### config.mk
export PLATFORM = sky130hd
export DESIGN_NAME = cache_ctrl_flat
export DESIGN_NICKNAME = d
export VERILOG_FILES = /design/src/rtl/cache_pkg.sv /design/src/rtl/cache_if.sv /design/src/rtl/sat_counter.sv /design/src/rtl/cache_ctrl.sv /design/src/flat_wrapper.sv
export SDC_FILE = /design/constraint.sdc
export NUM_CORES = 1
export LEC_CHECK = 0
export ABC_AREA = 0
export CORE_ASPECT_RATIO = 2
export CORE_MARGIN = 2
export CORE_UTILIZATION = 48
export DETAILED_ROUTE_END_ITERATION = 10
export GPL_TIMING_DRIVEN = 0
export HOLD_SLACK_MARGIN = 0.05
export PLACE_DENSITY = 0.81
export REMOVE_ABC_BUFFERS = 1
export SYNTH_ARGS = -nofsm -noshare
export SYNTH_HDL_FRONTEND = slang
export SYNTH_SLANG_ARGS = --single-unit
### constraint.sdc
create_clock -name CLK -period 11 [get_ports CLK]
set_input_delay 3.3 -clock CLK [delete_from_list [all_inputs] [get_ports CLK]]
set_output_delay 3.3 -clock CLK [all_outputs]
set_load 0.02 [all_outputs]
### src/rtl/cache_pkg.sv
// Shared constants, FSM encoding and address helpers for the L1 miss sequencer.
package cache_pkg;
  localparam int TAG_W   = 19;
  localparam int INDEX_W = 11;
  localparam int OFF_W   = 2;

  localparam logic [31:0] LINE_MASK = ~32'((1 << OFF_W) - 1);

  typedef enum logic [1:0] {
    IDLE      = 2'd0,
    WRITEBACK = 2'd1,
    ALLOCATE  = 2'd2
  } state_t;

  function automatic logic [31:0] line_addr(input logic [31:0] addr);
    return addr & LINE_MASK;
  endfunction

  function automatic logic [TAG_W-1:0] addr_tag(input logic [31:0] line);
    return line[OFF_W+INDEX_W +: TAG_W];
  endfunction

  function automatic logic [31:0] mk_addr(input logic [TAG_W-1:0] tag,
                                          input logic [INDEX_W-1:0] index);
    return {tag, index, {OFF_W{1'b0}}};
  endfunction
endpackage

### src/rtl/cache_if.sv
// CPU / array / memory signal bundle; master is the controller, slave the environment.
interface cache_if #(parameter int CNT_W = 32);
  import cache_pkg::*;

  logic             cpu_req, cpu_we;
  logic [31:0]      cpu_addr;
  logic             hit0, hit1, lru;
  logic             victim_valid, victim_dirty;
  logic [TAG_W-1:0] victim_tag;
  logic             mem_ready;
  logic             stall, way_sel, data_we, fill_sel, tag_we;
  logic             dirty_set, dirty_clr, lru_we, lru_val;
  logic             mem_req, mem_we;
  logic [31:0]      mem_addr;
  logic [CNT_W-1:0] hit_count, miss_count;

  modport master (
    input  cpu_req, cpu_we, cpu_addr, hit0, hit1, lru,
           victim_valid, victim_dirty, victim_tag, mem_ready,
    output stall, way_sel, data_we, fill_sel, tag_we, dirty_set, dirty_clr,
           lru_we, lru_val, mem_req, mem_we, mem_addr, hit_count, miss_count
  );

  modport slave (
    output cpu_req, cpu_we, cpu_addr, hit0, hit1, lru,
           victim_valid, victim_dirty, victim_tag, mem_ready,
    input  stall, way_sel, data_we, fill_sel, tag_we, dirty_set, dirty_clr,
           lru_we, lru_val, mem_req, mem_we, mem_addr, hit_count, miss_count
  );
endinterface

### src/rtl/sat_counter.sv
// Event counter that sticks at all-ones instead of wrapping.
module sat_counter #(
  parameter int CNT_W = 32
) (
  input  logic             clk,
  input  logic             rst,
  input  logic             i_inc,
  output logic [CNT_W-1:0] o_count
);
  logic [CNT_W-1:0] r_count;

  always_ff @(posedge clk or posedge rst) begin
    if (rst)                        r_count <= '0;
    else if (i_inc && r_count != '1) r_count <= r_count + 1'b1;
  end

  assign o_count = r_count;
endmodule

### src/rtl/cache_ctrl.sv
// Write-back / write-allocate miss sequencer for the 2-way L1: hits resolve
// combinationally in IDLE, misses walk WRITEBACK (dirty victim) then ALLOCATE.
module cache_ctrl
  import cache_pkg::*;
#(
  parameter int CNT_W = 32
) (
  input  logic    CLK,
  input  logic    reset,
  cache_if.master bus
);
  state_t           r_state;
  logic [31:0]      r_line;
  logic [TAG_W-1:0] r_vtag;
  logic             r_victim, r_replay;
  logic             w_hit, w_miss, w_idle;

  assign w_hit  = bus.cpu_req & (bus.hit0 | bus.hit1);
  assign w_miss = bus.cpu_req & ~bus.hit0 & ~bus.hit1;
  assign w_idle = (r_state == IDLE);

  always_ff @(posedge CLK or posedge reset) begin
    if (reset) begin
      r_state  <= IDLE;
      r_line   <= '0;
      r_vtag   <= '0;
      r_victim <= 1'b0;
      r_replay <= 1'b0;
    end else begin
      case (r_state)
        IDLE: if (bus.cpu_req) begin
          r_replay <= 1'b0;
          if (w_miss) begin
            r_line   <= line_addr(bus.cpu_addr);
            r_vtag   <= bus.victim_tag;
            r_victim <= bus.lru;
            r_state  <= (bus.victim_valid & bus.victim_dirty) ? WRITEBACK : ALLOCATE;
          end
        end
        WRITEBACK: if (bus.mem_ready) r_state <= ALLOCATE;
        ALLOCATE: if (bus.mem_ready) begin
          r_state  <= IDLE;
          r_replay <= 1'b1;
        end
        default: r_state <= IDLE;
      endcase
    end
  end

  // Mealy decode: hits and the fill strobe must land in the same cycle as
  // their trigger, and reset forces every output low immediately.
  always_comb begin
    bus.stall     = 1'b0;
    bus.way_sel   = 1'b0;
    bus.data_we   = 1'b0;
    bus.fill_sel  = 1'b0;
    bus.tag_we    = 1'b0;
    bus.dirty_set = 1'b0;
    bus.dirty_clr = 1'b0;
    bus.lru_we    = 1'b0;
    bus.lru_val   = 1'b0;
    bus.mem_req   = 1'b0;
    bus.mem_we    = 1'b0;
    bus.mem_addr  = '0;
    if (!reset) begin
      case (r_state)
        IDLE: begin
          if (w_hit) begin
            bus.way_sel   = bus.hit1;
            bus.data_we   = bus.cpu_we;
            bus.dirty_set = bus.cpu_we;
            bus.lru_we    = 1'b1;
            bus.lru_val   = ~bus.hit1;
          end else if (w_miss) begin
            bus.stall = 1'b1;
          end
        end
        WRITEBACK: begin
          bus.stall    = 1'b1;
          bus.mem_req  = 1'b1;
          bus.mem_we   = 1'b1;
          bus.mem_addr = mk_addr(r_vtag, r_line[OFF_W +: INDEX_W]);
        end
        ALLOCATE: begin
          bus.stall    = 1'b1;
          bus.mem_req  = 1'b1;
          bus.mem_addr = mk_addr(addr_tag(r_line), r_line[OFF_W +: INDEX_W]);
          if (bus.mem_ready) begin
            bus.way_sel   = r_victim;
            bus.data_we   = 1'b1;
            bus.fill_sel  = 1'b1;
            bus.tag_we    = 1'b1;
            bus.dirty_clr = 1'b1;
          end
        end
        default: ;
      endcase
    end
  end

  // The replayed lookup after a fill is the same access, so it is not a hit.
  sat_counter #(.CNT_W(CNT_W)) u_hit_cnt (
    .clk(CLK), .rst(reset), .i_inc(w_idle & w_hit & ~r_replay), .o_count(bus.hit_count)
  );

  sat_counter #(.CNT_W(CNT_W)) u_miss_cnt (
    .clk(CLK), .rst(reset), .i_inc(w_idle & w_miss), .o_count(bus.miss_count)
  );
endmodule

### src/flat_wrapper.sv
// flat-port wrapper written by rule: the top's interface ports become plain ports
module cache_ctrl_flat import cache_pkg::*;
#(
  parameter int CNT_W = 32
)
  (CLK, reset, bus_cpu_req, bus_cpu_we, bus_cpu_addr, bus_hit0, bus_hit1, bus_lru, bus_victim_valid, bus_victim_dirty, bus_victim_tag, bus_mem_ready, bus_stall, bus_way_sel, bus_data_we, bus_fill_sel, bus_tag_we, bus_dirty_set, bus_dirty_clr, bus_lru_we, bus_lru_val, bus_mem_req, bus_mem_we, bus_mem_addr, bus_hit_count, bus_miss_count);
  cache_if #(.CNT_W(CNT_W)) bus_i ();
  input  logic CLK;
  input  logic reset;
  input wire logic [$bits(bus_i.cpu_req)-1:0] bus_cpu_req;
  input wire logic [$bits(bus_i.cpu_we)-1:0] bus_cpu_we;
  input wire logic [$bits(bus_i.cpu_addr)-1:0] bus_cpu_addr;
  input wire logic [$bits(bus_i.hit0)-1:0] bus_hit0;
  input wire logic [$bits(bus_i.hit1)-1:0] bus_hit1;
  input wire logic [$bits(bus_i.lru)-1:0] bus_lru;
  input wire logic [$bits(bus_i.victim_valid)-1:0] bus_victim_valid;
  input wire logic [$bits(bus_i.victim_dirty)-1:0] bus_victim_dirty;
  input wire logic [$bits(bus_i.victim_tag)-1:0] bus_victim_tag;
  input wire logic [$bits(bus_i.mem_ready)-1:0] bus_mem_ready;
  output wire logic [$bits(bus_i.stall)-1:0] bus_stall;
  output wire logic [$bits(bus_i.way_sel)-1:0] bus_way_sel;
  output wire logic [$bits(bus_i.data_we)-1:0] bus_data_we;
  output wire logic [$bits(bus_i.fill_sel)-1:0] bus_fill_sel;
  output wire logic [$bits(bus_i.tag_we)-1:0] bus_tag_we;
  output wire logic [$bits(bus_i.dirty_set)-1:0] bus_dirty_set;
  output wire logic [$bits(bus_i.dirty_clr)-1:0] bus_dirty_clr;
  output wire logic [$bits(bus_i.lru_we)-1:0] bus_lru_we;
  output wire logic [$bits(bus_i.lru_val)-1:0] bus_lru_val;
  output wire logic [$bits(bus_i.mem_req)-1:0] bus_mem_req;
  output wire logic [$bits(bus_i.mem_we)-1:0] bus_mem_we;
  output wire logic [$bits(bus_i.mem_addr)-1:0] bus_mem_addr;
  output wire logic [$bits(bus_i.hit_count)-1:0] bus_hit_count;
  output wire logic [$bits(bus_i.miss_count)-1:0] bus_miss_count;
  assign bus_i.cpu_req = bus_cpu_req;
  assign bus_i.cpu_we = bus_cpu_we;
  assign bus_i.cpu_addr = bus_cpu_addr;
  assign bus_i.hit0 = bus_hit0;
  assign bus_i.hit1 = bus_hit1;
  assign bus_i.lru = bus_lru;
  assign bus_i.victim_valid = bus_victim_valid;
  assign bus_i.victim_dirty = bus_victim_dirty;
  assign bus_i.victim_tag = bus_victim_tag;
  assign bus_i.mem_ready = bus_mem_ready;
  assign bus_stall = bus_i.stall;
  assign bus_way_sel = bus_i.way_sel;
  assign bus_data_we = bus_i.data_we;
  assign bus_fill_sel = bus_i.fill_sel;
  assign bus_tag_we = bus_i.tag_we;
  assign bus_dirty_set = bus_i.dirty_set;
  assign bus_dirty_clr = bus_i.dirty_clr;
  assign bus_lru_we = bus_i.lru_we;
  assign bus_lru_val = bus_i.lru_val;
  assign bus_mem_req = bus_i.mem_req;
  assign bus_mem_we = bus_i.mem_we;
  assign bus_mem_addr = bus_i.mem_addr;
  assign bus_hit_count = bus_i.hit_count;
  assign bus_miss_count = bus_i.miss_count;
  cache_ctrl #(.CNT_W(CNT_W)) u_core (.CLK(CLK), .reset(reset), .bus(bus_i));
endmodule
==> results of run 1 <==
[cell usage after synthesis, types with 2 or more instances]
library cell / instances
mux2_2: 4
clkbuf_1: 18
a31oi_1: 5
nand3_1: 33
inv_1: 8
nand2_1: 178
and3_1: 11
buf_1: 3
xnor2_1: 30
nor3b_1: 2
nand4_1: 15
ha_1: 6
nor4_1: 2
or3_1: 4
nor3_2: 3
nor3_1: 22
and4_1: 4
and2_1: 13
or4_1: 3
a22oi_1: 19
nor2_1: 46
dfrtp_1: 117
xor2_1: 26
nand2b_1: 4
buf_4: 5
a21oi_1: 8
[how the worst max path moves through the flow]
| stage | to | slack (ns) | depth (start not counted) |
|---|---|---|---|
| floorplan | bus_mem_addr[10] | 0.09 | 4 |
| finish | bus_mem_addr[11] | 1.21 | 6 |
| global route | bus_mem_addr[11] | 0.85 | 6 |
| global placement | bus_mem_addr[11] | -2.89 | 6 |
| CTS | bus_mem_addr[11] | 1.12 | 6 |
| detailed placement | bus_mem_addr[11] | 1.14 | 6 |
[area by class of cell]
class	count	area (µm²)
clock buffers	17	425
clock inverters	14	156
well taps	142	178
repair buffers	165	1680
fillers	866	3400
multi-input cells	457	2560
inverters	8	35.0
flip-flops and latches	117	2930
[power breakdown]
group	switching [mW]	total (mW)	internal (mW)
clock	0.206	0.540	0.334
sequential	0.0714	0.612	0.540
combinational	0.263	0.462	0.199
total	0.540	1.61	1.07
[worst min-delay path, stage by stage, from the launching register on]
cell,delay [ns]
dfrtp_1,0.33
nand2_1,0.05
nand2_1,0.05
[layer usage]
| metal | global-route usage | part of all wire | up-vias |
|---|---|---|---|
| li1 | - | - | 2342 |
| met1 | 0.277 | 0.35 | 2430 |
| met2 | 0.480 | 0.56 | 187 |
| met3 | 0.0636 | 0.061 | 29 |
| met4 | 0.0952 | 0.021 | 0 |
| met5 | 0 | 0 | - |
[kinds of logic (layout without fill, tap and decap cells)]
logic type / Yosys count / count (layout) / share of synthesized area
xor gates and xnor gates: 56 / 56 / 0.0873
and+or+nand+nor: 350 / 350 / 0.291
DFF: 117 / 117 / 0.521
AOI/OAI and AO/OA: 38 / 38 / 0.0495
other: 1 / 2 / 0.000668
adders and majority gates: 6 / 6 / 0.0134
buffers and inverters: 35 / 204 / 0.0270
muxes: 5 / 5 / 0.00980
[sequential cells by signal (all words and copies together) (netlist names)]
signal / flops
u_core.u_hit_cnt.o_count: 32
u_core.u_miss_cnt.o_count: 32
u_core.r_line: 30
u_core.r_vtag: 19
u_core.r_state: 2
u_core.r_replay: 1
u_core.r_victim: 1
[metrics by stage]
step                      TNS (ns)  hold WS [ns]  cells  area [µm²]   util
after floorplan                  0         0.437    582        5500      -
after global placement      -78.74         0.452    887        7310  0.644
after detailed placement         0         0.459    889        7380  0.650
after CTS                        0         0.472    920        7960  0.701
after global routing             0         0.492    920        7960  0.701
final                            0         0.469    920        7960  0.701
==> out/metrics.csv, run 1 <==
metric,value,unit
place_ws,1.14,ns
syn_inst,608,
fin_ws,1.21,ns
wl_per_cell,16.8,µm
cts_made_buffers,17,
path_delay_family,buffers and inverters,
ys_ff_latch,117,
syn_avg_cell_area,9.24,µm²
gp_congestion,0.830,
antenna_found_initial,0,
clock_skew,0.0138,ns
dp_hpwl,11300,µm
cts_buffer_depth,2,
min-delay-start,u_core.r_line[8],
cp_num_buf_inv,3,
critPathRequiredTime,7.70,ns
avgViaCountPerCell,5.42,
dieHeight,157,µm
r2r-start,u_core.r_state[0],
whs_path_depth,2,
dr.pass1.iters,5,
slew_headroom,0.301,
total_power,1.61,mW
cts_tree,yes,
async_flop_share,1.00,
rrSetupSlack,7.52,ns
clock_sinks,117,
arrival,6.49,ns
status,"finished, final reports clean",
rsz0062_at_grt,false,
final_cell_mix,"nand2_1, clkdlybuf4s50_1, dfrtp_1",
num_io_pins,168,
ctsHoldBuffers,0,
path_clk_slew,0.05,ns
worstSkewPairLatency,0.41,ns
hold_path_end,u_core.r_line[8],
initial_core_util,0.495,
core,0.0114,mm²
maxCapViolCount,0,
drcViolationCount,0,
final_hold_viol_count,0,
worstSetupEndpointType,primary output,
startpoint,reset,
htreeDepth,4,
cp_cell_sequence,clkdlybuf4s50_1 > inv_6 > nand2_1 > nor2_1 > and2_1 > clkdlybuf4s50_1,
syn-cell-area,0.00562,mm²
critPathKind,input port to primary output,
ys.warnings.count,0,
grt_pass1_wl,25400,µm
p_leak,3.57,nW
fin_crit_sh,0.890,
yosysTopAreaCellShare,0.521,
antenna_cells,0,
final-setup-viol-count,0,
synthTopCellsByArea,"dfrtp_1, nand2_1, xnor2_1",
dieArea,0.0126,mm²
slew_viol_final,0,
worst_ir_drop_vdd,0.120,mV
clock-root-buffer,clkbuf_16,
grt_start_max_net_pins,66,
area_delta_synth_final,41.7,%
fin_crit,9.79,ns
worstMarginPinSlew,1.04,ns
crit_fanout,55,
cp_slowest_cell,nor2_1,
startpoint_type,input port,
ant_nets,0,
port_buffers,163,
grt_pass1_vias,5201,
drive_gt1_frac,0.0630,
synthFlopType,dfrtp_1,
gr-total-overflow,0,
ctsResizeCount,0,
rows,55,
slowest_delay,0.67,ns
drt_iter0_markers,308,
final_common_cell,nand2_1,
synth_area_leader_cell,dfrtp_1,
vias,4988,
dieWidth,80.5,µm
wl,15500,µm
powerDensity,203,mW/mm²
cp_common_cell,clkdlybuf4s50_1,
synth_edf_count,0,
maxClockFrequency,102,MHz
synth_cell_types,45,
ys_seq_area_frac,0.521,
hp-class,flop to flop,
post_cts_buffers,0,
fin_nets,833,
r2r_end,u_core.u_miss_cnt.o_count[18],
r2r_cells,7,
grt_util_all_layers,0.259,
(Power assumes the default switching activity.)
==> inputs of run 2 (changes only) <==
==> constraint.sdc (replaced) <==
create_clock -name CLK -period 11 [get_ports CLK]
set_input_delay 3.3 -clock CLK [delete_from_list [all_inputs] [get_ports CLK]]
set_output_delay 3.3 -clock CLK [all_outputs]
set_load 0.05 [all_outputs]
==> results of run 2 <==
The final DEF is identical to that of run 1. Status: finished, final reports clean.
Main changes from that run: setup slack after placement 1.14 ns -> 0.942 ns; setup slack after layout 1.21 ns -> 1.01 ns; total power 1.61 mW -> 1.72 mW; worst IR drop on VDD 0.120 mV -> 0.128 mV
==> inputs of run 3 (changes only) <==
--- a/config.mk
+++ b/config.mk
@@ -6,6 +6,7 @@
 export NUM_CORES = 1
 export LEC_CHECK = 0
 export ABC_AREA = 0
+export ABC_CLOCK_PERIOD_IN_PS = 11000
 export CORE_ASPECT_RATIO = 2
 export CORE_MARGIN = 2
 export CORE_UTILIZATION = 48
==> results of run 3 <==
The final DEF is identical to that of run 1. Status: finished, final reports clean.
Main changes from that run: setup slack after placement 1.14 ns -> 0.942 ns; setup slack after layout 1.21 ns -> 1.01 ns; total power 1.61 mW -> 1.72 mW; worst IR drop on VDD 0.120 mV -> 0.128 mV
